$ cat src/rtl/acq_cmd_pkg.sv
// Shared constants, command encodings and state types for the acquisition
// command parser and sequencer.
package acq_cmd_pkg;

    localparam logic [7:0] HDR0_DEF  = 8'hEB;
    localparam logic [7:0] HDR1_DEF  = 8'h90;

    localparam logic [7:0] CMD_DAQ   = 8'h0F;
    localparam logic [7:0] CMD_REC   = 8'hF0;
    localparam logic [7:0] CMD_BOTH  = 8'hFF;
    localparam logic [7:0] CMD_STOP  = 8'h00;

    localparam logic [7:0] RESP_ACK  = 8'hA5;
    localparam logic [7:0] RESP_NACK = 8'h5A;

    typedef enum logic [2:0] { P_H0, P_H1, P_CMD, P_ARG, P_CHK } parse_state_e;
    typedef enum logic       { IDLE, RUN } seq_state_e;

    // An all-zero mode is the stop command.
    typedef struct packed {
        logic rec;
        logic daq;
    } acq_mode_t;

    localparam acq_mode_t MODE_STOP = '0;

    function automatic logic is_known_cmd(input logic [7:0] cmd);
        return (cmd == CMD_DAQ) || (cmd == CMD_REC) || (cmd == CMD_BOTH) || (cmd == CMD_STOP);
    endfunction

    function automatic acq_mode_t decode_mode(input logic [7:0] cmd);
        acq_mode_t m;
        m.daq = (cmd == CMD_DAQ) || (cmd == CMD_BOTH);
        m.rec = (cmd == CMD_REC) || (cmd == CMD_BOTH);
        return m;
    endfunction

endpackage

$ cat src/rtl/acq_frame_parser.sv
// Byte-level frame parser: header sync, checksum/command check, inter-byte
// timeout and the single-entry ack/nack response register.
module acq_frame_parser
    import acq_cmd_pkg::*;
#(
    parameter int unsigned BYTE_TIMEOUT = 50000,
    parameter logic [7:0]  HDR0         = HDR0_DEF,
    parameter logic [7:0]  HDR1         = HDR1_DEF
) (
    input  logic       clk,
    input  logic       rst,
    input  logic       valid,
    input  logic [7:0] rx_data,
    input  logic       resp_ready,
    output logic       resp_valid,
    output logic [7:0] resp_data,
    output logic       frame_err,
    output logic       cmd_go,
    output acq_mode_t  cmd_mode,
    output logic [7:0] cmd_n
);

    localparam int unsigned TW = $clog2(BYTE_TIMEOUT + 1);
    localparam logic [TW-1:0] IDLE_LIMIT = TW'(BYTE_TIMEOUT);

    parse_state_e  state_q, state_d;
    logic [7:0]    cmd_q, cmd_d;
    logic [7:0]    arg_q, arg_d;
    logic [TW-1:0] idle_q, idle_d;
    logic          cmd_go_q, cmd_go_d;
    acq_mode_t     mode_q, mode_d;
    logic [7:0]    n_q, n_d;
    logic          frame_err_q, frame_err_d;
    logic          resp_valid_q, resp_valid_d;
    logic [7:0]    resp_data_q, resp_data_d;

    always_comb begin
        state_d      = state_q;
        cmd_d        = cmd_q;
        arg_d        = arg_q;
        idle_d       = idle_q;
        cmd_go_d     = 1'b0;
        mode_d       = mode_q;
        n_d          = n_q;
        frame_err_d  = 1'b0;
        resp_valid_d = resp_valid_q;
        resp_data_d  = resp_data_q;

        if (resp_valid_q && resp_ready) begin
            resp_valid_d = 1'b0;
        end

        if (valid) begin
            idle_d = '0;
            case (state_q)
                P_H0: if (rx_data == HDR0) state_d = P_H1;
                P_H1: begin
                    if (rx_data == HDR1) begin
                        state_d = P_CMD;
                    end else if (rx_data != HDR0) begin
                        state_d = P_H0;
                    end
                end
                P_CMD: begin
                    cmd_d   = rx_data;
                    state_d = P_ARG;
                end
                P_ARG: begin
                    arg_d   = rx_data;
                    state_d = P_CHK;
                end
                P_CHK: begin
                    // A new verdict overwrites any unconsumed response.
                    state_d      = P_H0;
                    resp_valid_d = 1'b1;
                    if ((rx_data == (cmd_q ^ arg_q)) && is_known_cmd(cmd_q)) begin
                        cmd_go_d    = 1'b1;
                        mode_d      = decode_mode(cmd_q);
                        n_d         = arg_q;
                        resp_data_d = RESP_ACK;
                    end else begin
                        frame_err_d = 1'b1;
                        resp_data_d = RESP_NACK;
                    end
                end
                default: state_d = P_H0;
            endcase
        end else if (state_q != P_H0) begin
            idle_d = idle_q + TW'(1);
            if (idle_d == IDLE_LIMIT) begin
                state_d     = P_H0;
                idle_d      = '0;
                frame_err_d = 1'b1;
            end
        end
    end

    always_ff @(posedge clk) begin
        if (rst) begin
            state_q      <= P_H0;
            cmd_q        <= '0;
            arg_q        <= '0;
            idle_q       <= '0;
            cmd_go_q     <= 1'b0;
            mode_q       <= '0;
            n_q          <= '0;
            frame_err_q  <= 1'b0;
            resp_valid_q <= 1'b0;
            resp_data_q  <= '0;
        end else begin
            state_q      <= state_d;
            cmd_q        <= cmd_d;
            arg_q        <= arg_d;
            idle_q       <= idle_d;
            cmd_go_q     <= cmd_go_d;
            mode_q       <= mode_d;
            n_q          <= n_d;
            frame_err_q  <= frame_err_d;
            resp_valid_q <= resp_valid_d;
            resp_data_q  <= resp_data_d;
        end
    end

    assign resp_valid = resp_valid_q;
    assign resp_data  = resp_data_q;
    assign frame_err  = frame_err_q;
    assign cmd_go     = cmd_go_q;
    assign cmd_mode   = mode_q;
    assign cmd_n      = n_q;

endmodule

$ cat src/rtl/acq_cmd_sequencer.sv
// Acquisition sequencer: turns parsed commands into DAQ/RECORD enables and a
// periodic sample strobe, counted for N samples or continuous.
module acq_cmd_sequencer
    import acq_cmd_pkg::*;
#(
    parameter int unsigned SAMPLE_DIV   = 1000,
    parameter int unsigned BYTE_TIMEOUT = 50000,
    parameter logic [7:0]  HDR0         = HDR0_DEF,
    parameter logic [7:0]  HDR1         = HDR1_DEF
) (
    input  logic       clk,
    input  logic       rst,
    input  logic       valid,
    input  logic [7:0] rx_data,
    output logic       daq_en,
    output logic       record_en,
    output logic       sample_stb,
    output logic       busy,
    output logic       done,
    output logic       frame_err,
    output logic       resp_valid,
    output logic [7:0] resp_data,
    input  logic       resp_ready
);

    localparam int unsigned DW = (SAMPLE_DIV > 1) ? $clog2(SAMPLE_DIV) : 1;
    localparam logic [DW-1:0] DIV_LAST = DW'(SAMPLE_DIV - 1);

    logic       cmd_go;
    acq_mode_t  cmd_mode;
    logic [7:0] cmd_n;

    acq_frame_parser #(
        .BYTE_TIMEOUT (BYTE_TIMEOUT),
        .HDR0         (HDR0),
        .HDR1         (HDR1)
    ) u_parser (
        .clk        (clk),
        .rst        (rst),
        .valid      (valid),
        .rx_data    (rx_data),
        .resp_ready (resp_ready),
        .resp_valid (resp_valid),
        .resp_data  (resp_data),
        .frame_err  (frame_err),
        .cmd_go     (cmd_go),
        .cmd_mode   (cmd_mode),
        .cmd_n      (cmd_n)
    );

    seq_state_e    state_q, state_d;
    acq_mode_t     mode_q, mode_d;
    logic [7:0]    n_q, n_d;
    logic [7:0]    cnt_q, cnt_d;
    logic [DW-1:0] div_q, div_d;
    logic          daq_en_q, daq_en_d;
    logic          record_en_q, record_en_d;
    logic          sample_stb_q, sample_stb_d;
    logic          busy_q, busy_d;
    logic          done_q, done_d;
    logic          tick_c;

    assign tick_c = (state_q == RUN) && (div_q == DIV_LAST);

    always_comb begin
        state_d = state_q;
        mode_d  = mode_q;
        n_d     = n_q;
        cnt_d   = cnt_q;
        div_d   = div_q;
        done_d  = 1'b0;

        if (state_q == RUN) begin
            div_d = tick_c ? '0 : div_q + DW'(1);
            // Continuous runs (N == 0) leave the sample counter frozen.
            if (tick_c && (n_q != 8'd0)) begin
                cnt_d = cnt_q + 8'd1;
                if (cnt_d == n_q) begin
                    state_d = IDLE;
                    cnt_d   = '0;
                    done_d  = 1'b1;
                end
            end
        end

        // A command in the same cycle as the final strobe takes priority.
        if (cmd_go) begin
            done_d = 1'b0;
            div_d  = '0;
            cnt_d  = '0;
            if (cmd_mode == MODE_STOP) begin
                state_d = IDLE;
            end else begin
                state_d = RUN;
                mode_d  = cmd_mode;
                n_d     = cmd_n;
            end
        end

        busy_d       = (state_d == RUN);
        daq_en_d     = busy_d && mode_d.daq;
        record_en_d  = busy_d && mode_d.rec;
        sample_stb_d = busy_d && (div_d == DIV_LAST);
    end

    always_ff @(posedge clk) begin
        if (rst) begin
            state_q      <= IDLE;
            mode_q       <= '0;
            n_q          <= '0;
            cnt_q        <= '0;
            div_q        <= '0;
            daq_en_q     <= 1'b0;
            record_en_q  <= 1'b0;
            sample_stb_q <= 1'b0;
            busy_q       <= 1'b0;
            done_q       <= 1'b0;
        end else begin
            state_q      <= state_d;
            mode_q       <= mode_d;
            n_q          <= n_d;
            cnt_q        <= cnt_d;
            div_q        <= div_d;
            daq_en_q     <= daq_en_d;
            record_en_q  <= record_en_d;
            sample_stb_q <= sample_stb_d;
            busy_q       <= busy_d;
            done_q       <= done_d;
        end
    end

    assign daq_en     = daq_en_q;
    assign record_en  = record_en_q;
    assign sample_stb = sample_stb_q;
    assign busy       = busy_q;
    assign done       = done_q;

endmodule

$ cat config.mk
export PLATFORM = sky130hd
export DESIGN_NAME = acq_cmd_sequencer
export DESIGN_NICKNAME = d
export VERILOG_FILES = /design/src/rtl/acq_cmd_pkg.sv /design/src/rtl/acq_frame_parser.sv /design/src/rtl/acq_cmd_sequencer.sv
export SDC_FILE = /design/constraint.sdc
export NUM_CORES = 1
export LEC_CHECK = 0
export CAP_MARGIN = 20
export CORE_MARGIN = 5
export CORE_UTILIZATION = 45
export CTS_CLUSTER_SIZE = 25
export DETAILED_ROUTE_END_ITERATION = 10
export GPL_ROUTABILITY_DRIVEN = 0
export GPL_TIMING_DRIVEN = 0
export PLACE_DENSITY_LB_ADDON = 0.1
export RECOVER_POWER = 25
export SLEW_MARGIN = 20
export SYNTH_ARGS = -nofsm -noshare
export SYNTH_HDL_FRONTEND = slang
export SYNTH_SLANG_ARGS = --single-unit
$ cat constraint.sdc
create_clock -name clk -period 2.3 [get_ports clk]
set_input_delay 0.46 -clock clk [delete_from_list [all_inputs] [get_ports clk]]
set_output_delay 0.46 -clock clk [all_outputs]
set_load 0.05 [all_outputs]
==> run_results.csv, run 1 <==
group,metric,value,unit
outcome,status,"finished, final reports clean",
final_layout,n_fill_cell,840,
yosys,synth_area_leaders,"dfxtp_1, nor2_1, nand2_1",
cts,cts_tree,"built",
hold_path,hold_path_class,"flip-flop to flip-flop",
yosys,synth-seq-cells,83,
flow_run,maxCapViolCount,0,
cts,htree_levels,3,
global_route,grtUsageMet2,24.4,%
drt,drt_iter0_markers,140,
floorplanning,die_x,105,um
sta,fmax,0.461,GHz
critical_path,r2r_cells,7,
drt,drc,0,
cts,clock_latency,0.35,ns
global_route,grt_pass1_wl,14000,um
drt,post_drt_wl_per_cell,13.9,um
place,hpwl,6130,um
yosys,synthCells,457,
final_layout,n_antenna_cell,0,
drt,drtAntennaViolNets,0,
sta,post-route-min-period,2.17,ns
pwr,peakVddDrop,0.000287,V
sta,worst_pin_slew,0.812,ns
sta,drv_slew,0,
sta,fin_ws,0.131,ns
cts,clock_sink_count,83,
yosys,yosysSeqAreaShare,41.1,%
global_route,grt_pass1_vias,2904,
critical_path,required,2.54,ns
pwr,p_total,2.52,mW
cts,numCtsBuffers,9,
global_route,grtUsageMet3,3.58,%
global_route,grt_busiest_layer,"met2",
critical_path,worst_ep_arrival_time,2.41,ns
yosys,synth_fp_nets,472,
global_route,met1_usage,20.5,%
floorplanning,placementRows,34,
global_route,antenna_found_initial,0,
yosys,yosysTopAreaCell,"dfxtp_1",
cts,root_buffer,"clkbuf_8",
critical_path,worstSetupEndpointType,"flip-flop",
critical_path,cp-start-kind,"primary input",
pwr,p_leak,1.72,nW
final_layout,drive_gt1_share,10.8,%
final_layout,fin_nets,511,
floorplanning,top_level_ports,27,
floorplanning,die_area,11000,sq um
floorplanning,die_height,105,um
drt,vias_per_cell,5.33,
cts,clockBufferDepth,2,
critical_path,crit_type,"primary input to flip-flop",
cts,clk_pin_slew,0.08,ns
yosys,synth_warnings,0,
place,pre_cts_ws,-0.407,ns
sta,setup_viol_count_final,0,
yosys,netlist_area,4050,sq um
global_route,grt_max_degree,13,
final_layout,finish.utilization,53.7,%
yosys,synth_area_per_cell,8.85,sq um
place,io_buffers,26,
pwr,powerDensity,538,nW/um^2
sta,hold-worst-slack,0.472,ns
floorplanning,initial_utilization,46.4,%
final_layout,syn2layout_area_growth,15.7,%
sta,slew_headroom,45.6,%
floorplanning,coreArea,8720,sq um
yosys,ys_async_sr_fraction,0,%
yosys,netlist.area_leader.share,41.1,%
sta,clock_skew,0.0126,ns
yosys,yosysUniqueCellTypes,57,
critical_path,cp_max_fo,10,
drt,wirelength,8440,um
drt,drt_pass1_iterations,4,
sta,hold_viol_final,0,
sta,period_share,94.3,%
hold_path,hold-path-cell-count,2,
yosys,ys.flop_type,"dfxtp_1",
yosys,synth_edf_count,0,
global_route,grt_use_total,15.4,%
drt,dr_total_vias,3235,
global_route,grt_overflow,0,
[state kept, by name, indices dropped and copies added, names as in the netlist, 3 cells and up]
| signal | cells |
|---|---|
| u_parser.idle_q | 16 |
| div_q | 10 |
| cnt_q | 8 |
| n_q | 8 |
| u_parser.arg_q | 8 |
| u_parser.cmd_n | 8 |
| u_parser.cmd_q | 8 |
| u_parser.state_q | 3 |
[stage by stage]
stage,cell area (sq um),setup TNS (ns),instances
after floorplan,4050,0,457
final,4680,0,607
after detailed placement,4440,-6.57,591
after CTS,4630,0,606
after global placement,4440,-7.11,591
after global routing,4680,-0.0150,607
[synth_stat cells (all sizes together), types with 10 or more instances]
master   n
nor2    64
dfxtp   83
a22o    10
clkbuf  13
nand2   50
nand4   14
xor2    20
xnor2   14
a21oi   25
buf     17
nor3    13
nand3   19
mux2i   18
[power breakdown]
part           switching (mW)  total (mW)  internal, mW  leakage, nW
sequential          0.0000211        1.44          1.44        0.669
combinational          0.0466      0.0774        0.0308        0.961
clock                   0.487        1.00         0.516       0.0950
total                   0.534        2.52          1.98         1.72
[layout make-up]
cell class              count  area [sq um]  area share [%]
inverters                   5          18.8           0.401
clock buffers              11           141            3.02
flip-flops and latches     83          1660            35.6
well taps                 108           135            2.89
plain buffers              30           154            3.29
repair buffers             28           287            6.12
multi-input cells         339          2240            47.9
clock inverters             3          40.0           0.855
[placed cells by master, fill, tap and decap left out, drive strengths merged, types with 3 or more instances in the layout]
cell            n
a21boi          3
clkbuf         26
nand4          14
nand2          50
and2            4
dfxtp          83
nor4bb          3
a22o           10
clkdlybuf4s50  19
nand3          19
xnor3           7
or3             7
inv             5
ha              3
nor3           13
nand2b          4
nor3b           3
mux2i          18
buf            17
a21oi          25
xor2           20
o21a            5
and3            5
nor2           64
nand3b          3
xnor2          14
o21ai           5
nor4            9
and4            3
dlymetal6s2s    5
[per-layer routing]
| metal | up-vias | wire length, um |
|---|---|---|
| met1 | 1488 | 4080 |
| li1 | 1690 | - |
| met3 | 8 | 264 |
| met5 | - | 0 |
| met4 | 0 | 119 |
| met2 | 49 | 3970 |
[cells by family after synthesis]
logic type,count (synthesis),share of synthesized area (%)
AND/OR/NAND/NOR,211,26.5
flip-flops,83,41.1
AO/OA/AOI/OAI,66,11.5
XOR/XNOR,41,11.3
buffers and inverters,35,4.27
multiplexers,18,4.45
adder cells (fa/ha/maj),3,0.928
[path summary, 6_finish.rpt]
path	from	end	slack (ns)
worst min-delay path	u_parser.idle_q[15]	u_parser.idle_q[15]	0.47
worst max-delay path	rx_data[7]	u_parser.cmd_mode[0]	0.13
worst min register to register	u_parser.idle_q[15]	u_parser.idle_q[15]	0.47
worst max register to register	u_parser.idle_q[8]	u_parser.state_q[0]	0.14
[repair_timing]
item,in CTS,in global routing
gates resized for setup,1,13
endpoints found under the setup margin,21,28
pin swaps,1,3
hold buffers,0,0
setup buffers,1,1
[critical path: stages]
cell and delay (ns):
clkdlybuf4s50_1 0.56, xnor2_1 0.15, xnor2_1 0.08, or4_4 0.55, nor2_2 0.11, nor2_1 0.06
buf_2 0.20, a22o_1 0.24
No activity file was read; power rests on OpenSTA's default activity.
==> run 2, diff against run 1 <==
Settings changed: SKIP_CTS_REPAIR_TIMING from default to 1.
==> run 2 against run 1 <==
Compared with the run above:
- total power hardly changed
- non-clock buffer count is 2 higher
- clock skew is 0.0014 ns higher
- largest power group unchanged
==> run_results.csv, run 2 (same netlist as run 1, synthesis figures left out) <==
group,metric,value,unit
cts,clock_sink_count,83,
cts,htree_levels,3,
drt,post_drt_wl_per_cell,13.9,um
critical_path,required,2.55,ns
drt,drt_pass1_iterations,4,
critical_path,worst_ep_arrival_time,2.41,ns
cts,cts_tree,"built",
pwr,p_leak,1.74,nW
floorplanning,die_x,105,um
critical_path,timing.rr.end,"u_parser.state_q[0]",
critical_path,r2r_cells,7,
cts,clock_latency,0.36,ns
final_layout,drive_gt1_share,11.2,%
drt,dr_total_vias,3217,
critical_path,crit_type,"primary input to flip-flop",
place,hpwl,6130,um
final_layout,largest_register_ffs,16,
final_layout,reg_top3,"u_parser.idle_q x16, div_q x10",
drt,vias_per_cell,5.28,
critical_path,cp-start-kind,"primary input",
sta,period_share,94.1,%
sta,clock_skew,0.0141,ns
floorplanning,top_level_ports,27,
cts,clockBufferDepth,2,
global_route,grt_pass1_wl,14000,um
final_layout,syn2layout_area_growth,16.5,%
global_route,grt_use_total,15.3,%
floorplanning,coreArea,8720,sq um
drt,wirelength,8490,um
sta,setup_viol_count_final,0,
critical_path,r2r_start,"u_parser.idle_q[8]",
cts,numCtsBuffers,9,
floorplanning,placementRows,34,
global_route,grt_max_degree,13,
flow_run,maxCapViolCount,0,
final_layout,n_antenna_cell,0,
cts,clk_pin_slew,0.07,ns
place,io_buffers,26,
drt,drtAntennaViolNets,0,
hold_path,hold_end,"u_parser.arg_q[0]",
final_layout,finish.utilization,54.0,%
hold_path,min_from,"rx_data[0]",
floorplanning,die_height,105,um
outcome,status,"finished, final reports clean",
sta,post-route-min-period,2.16,ns
sta,drv_slew,0,
critical_path,worstSetupEndpointType,"flip-flop",
hold_path,hold_path_class,"primary input to flip-flop",
final_layout,fin_nets,513,
pwr,p_total,2.52,mW
final_layout,final_common_cell,"dfxtp_1",
global_route,antenna_found_initial,0,
hold_path,hold-path-cell-count,3,
pwr,peakVddDrop,0.000291,V
critical_path,cp_max_fo,10,
floorplanning,initial_utilization,46.4,%
global_route,grt_overflow,0,
global_route,grt_pass1_vias,2893,
final_layout,final_cell_mix,"dfxtp_1, nor2_1, nand2_1, a21oi_1, xor2_1",
critical_path,ff2ff_setup_slack,0.15,ns
drt,drt_iter0_markers,142,
pwr,powerDensity,534,nW/um^2
sta,slew_headroom,46.3,%
sta,hold_viol_final,0,
sta,worst_pin_slew,0.801,ns
final_layout,regMostFlops,"u_parser.idle_q",
cts,root_buffer,"clkbuf_8",
drt,drc,0,
sta,fmax,0.462,GHz
floorplanning,die_area,11000,sq um
## run 2: power by group
group | internal [mW] | switching (mW) | total [mW]
Sequential | 1.43 | 0.0000218 | 1.43
Clock | 0.516 | 0.490 | 1.01
Combinational | 0.0312 | 0.0464 | 0.0776
## run 2: per-layer routing
layer  part of all wire (%)  global-route usage, %
met4                    1.4                   5.57
met5                      0                      0
met3                    3.0                   3.58
met1                     49                   20.5
met2                     47                   24.3
## run 2: critical path, stage by stage
cell and delay, ns:
clkdlybuf4s50_1 0.56, xnor2_1 0.15, xnor2_1 0.08, or4_4 0.55, nor2_2 0.11, nor2_1 0.06
buf_2 0.20, a22o_1 0.24
## run 2: worst max-delay path by stage
stage	startpoint	to	slack, ns	cells after the start
after floorplan	busy	cnt_q[0]	0.15	7
after global placement	rx_data[6]	u_parser.cmd_mode[1]	-0.40	8
after detailed placement	rx_data[6]	u_parser.cmd_mode[0]	-0.41	8
after CTS	div_q[0]	sample_stb	-0.23	7
after global routing	u_parser.cmd_q[0]	u_parser.cmd_n[3]	-0.008	7
final	rx_data[7]	u_parser.cmd_mode[0]	0.14	8
## run 2: per-stage QoR
stage | worst slack (ns) | TNS, ns | cell area [sq um] | hold slack [ns] | std cells
3_3_place_gp | -0.402 | -7.11 | 4440 | 0.453 | 591
5_1_grt | -0.00793 | -0.0285 | 4710 | 0.490 | 609
4_1_cts | -0.225 | -2.77 | 4620 | 0.473 | 605
3_5_place_dp | -0.407 | -6.57 | 4440 | 0.462 | 591
6_report | 0.136 | 0 | 4710 | 0.461 | 609
2_1_floorplan | 0.153 | 0 | 4050 | 0.444 | 457
## run 2: area by class of cell
type | instances | area, sq um
plain buffers | 30 | 154
multi-input cells | 339 | 2250
repair buffers | 30 | 305
clock buffers | 11 | 141
flip-flops and latches | 83 | 1670
clock inverters | 3 | 40.0
well taps | 108 | 135
inverters | 5 | 18.8
fillers | 841 | 4010
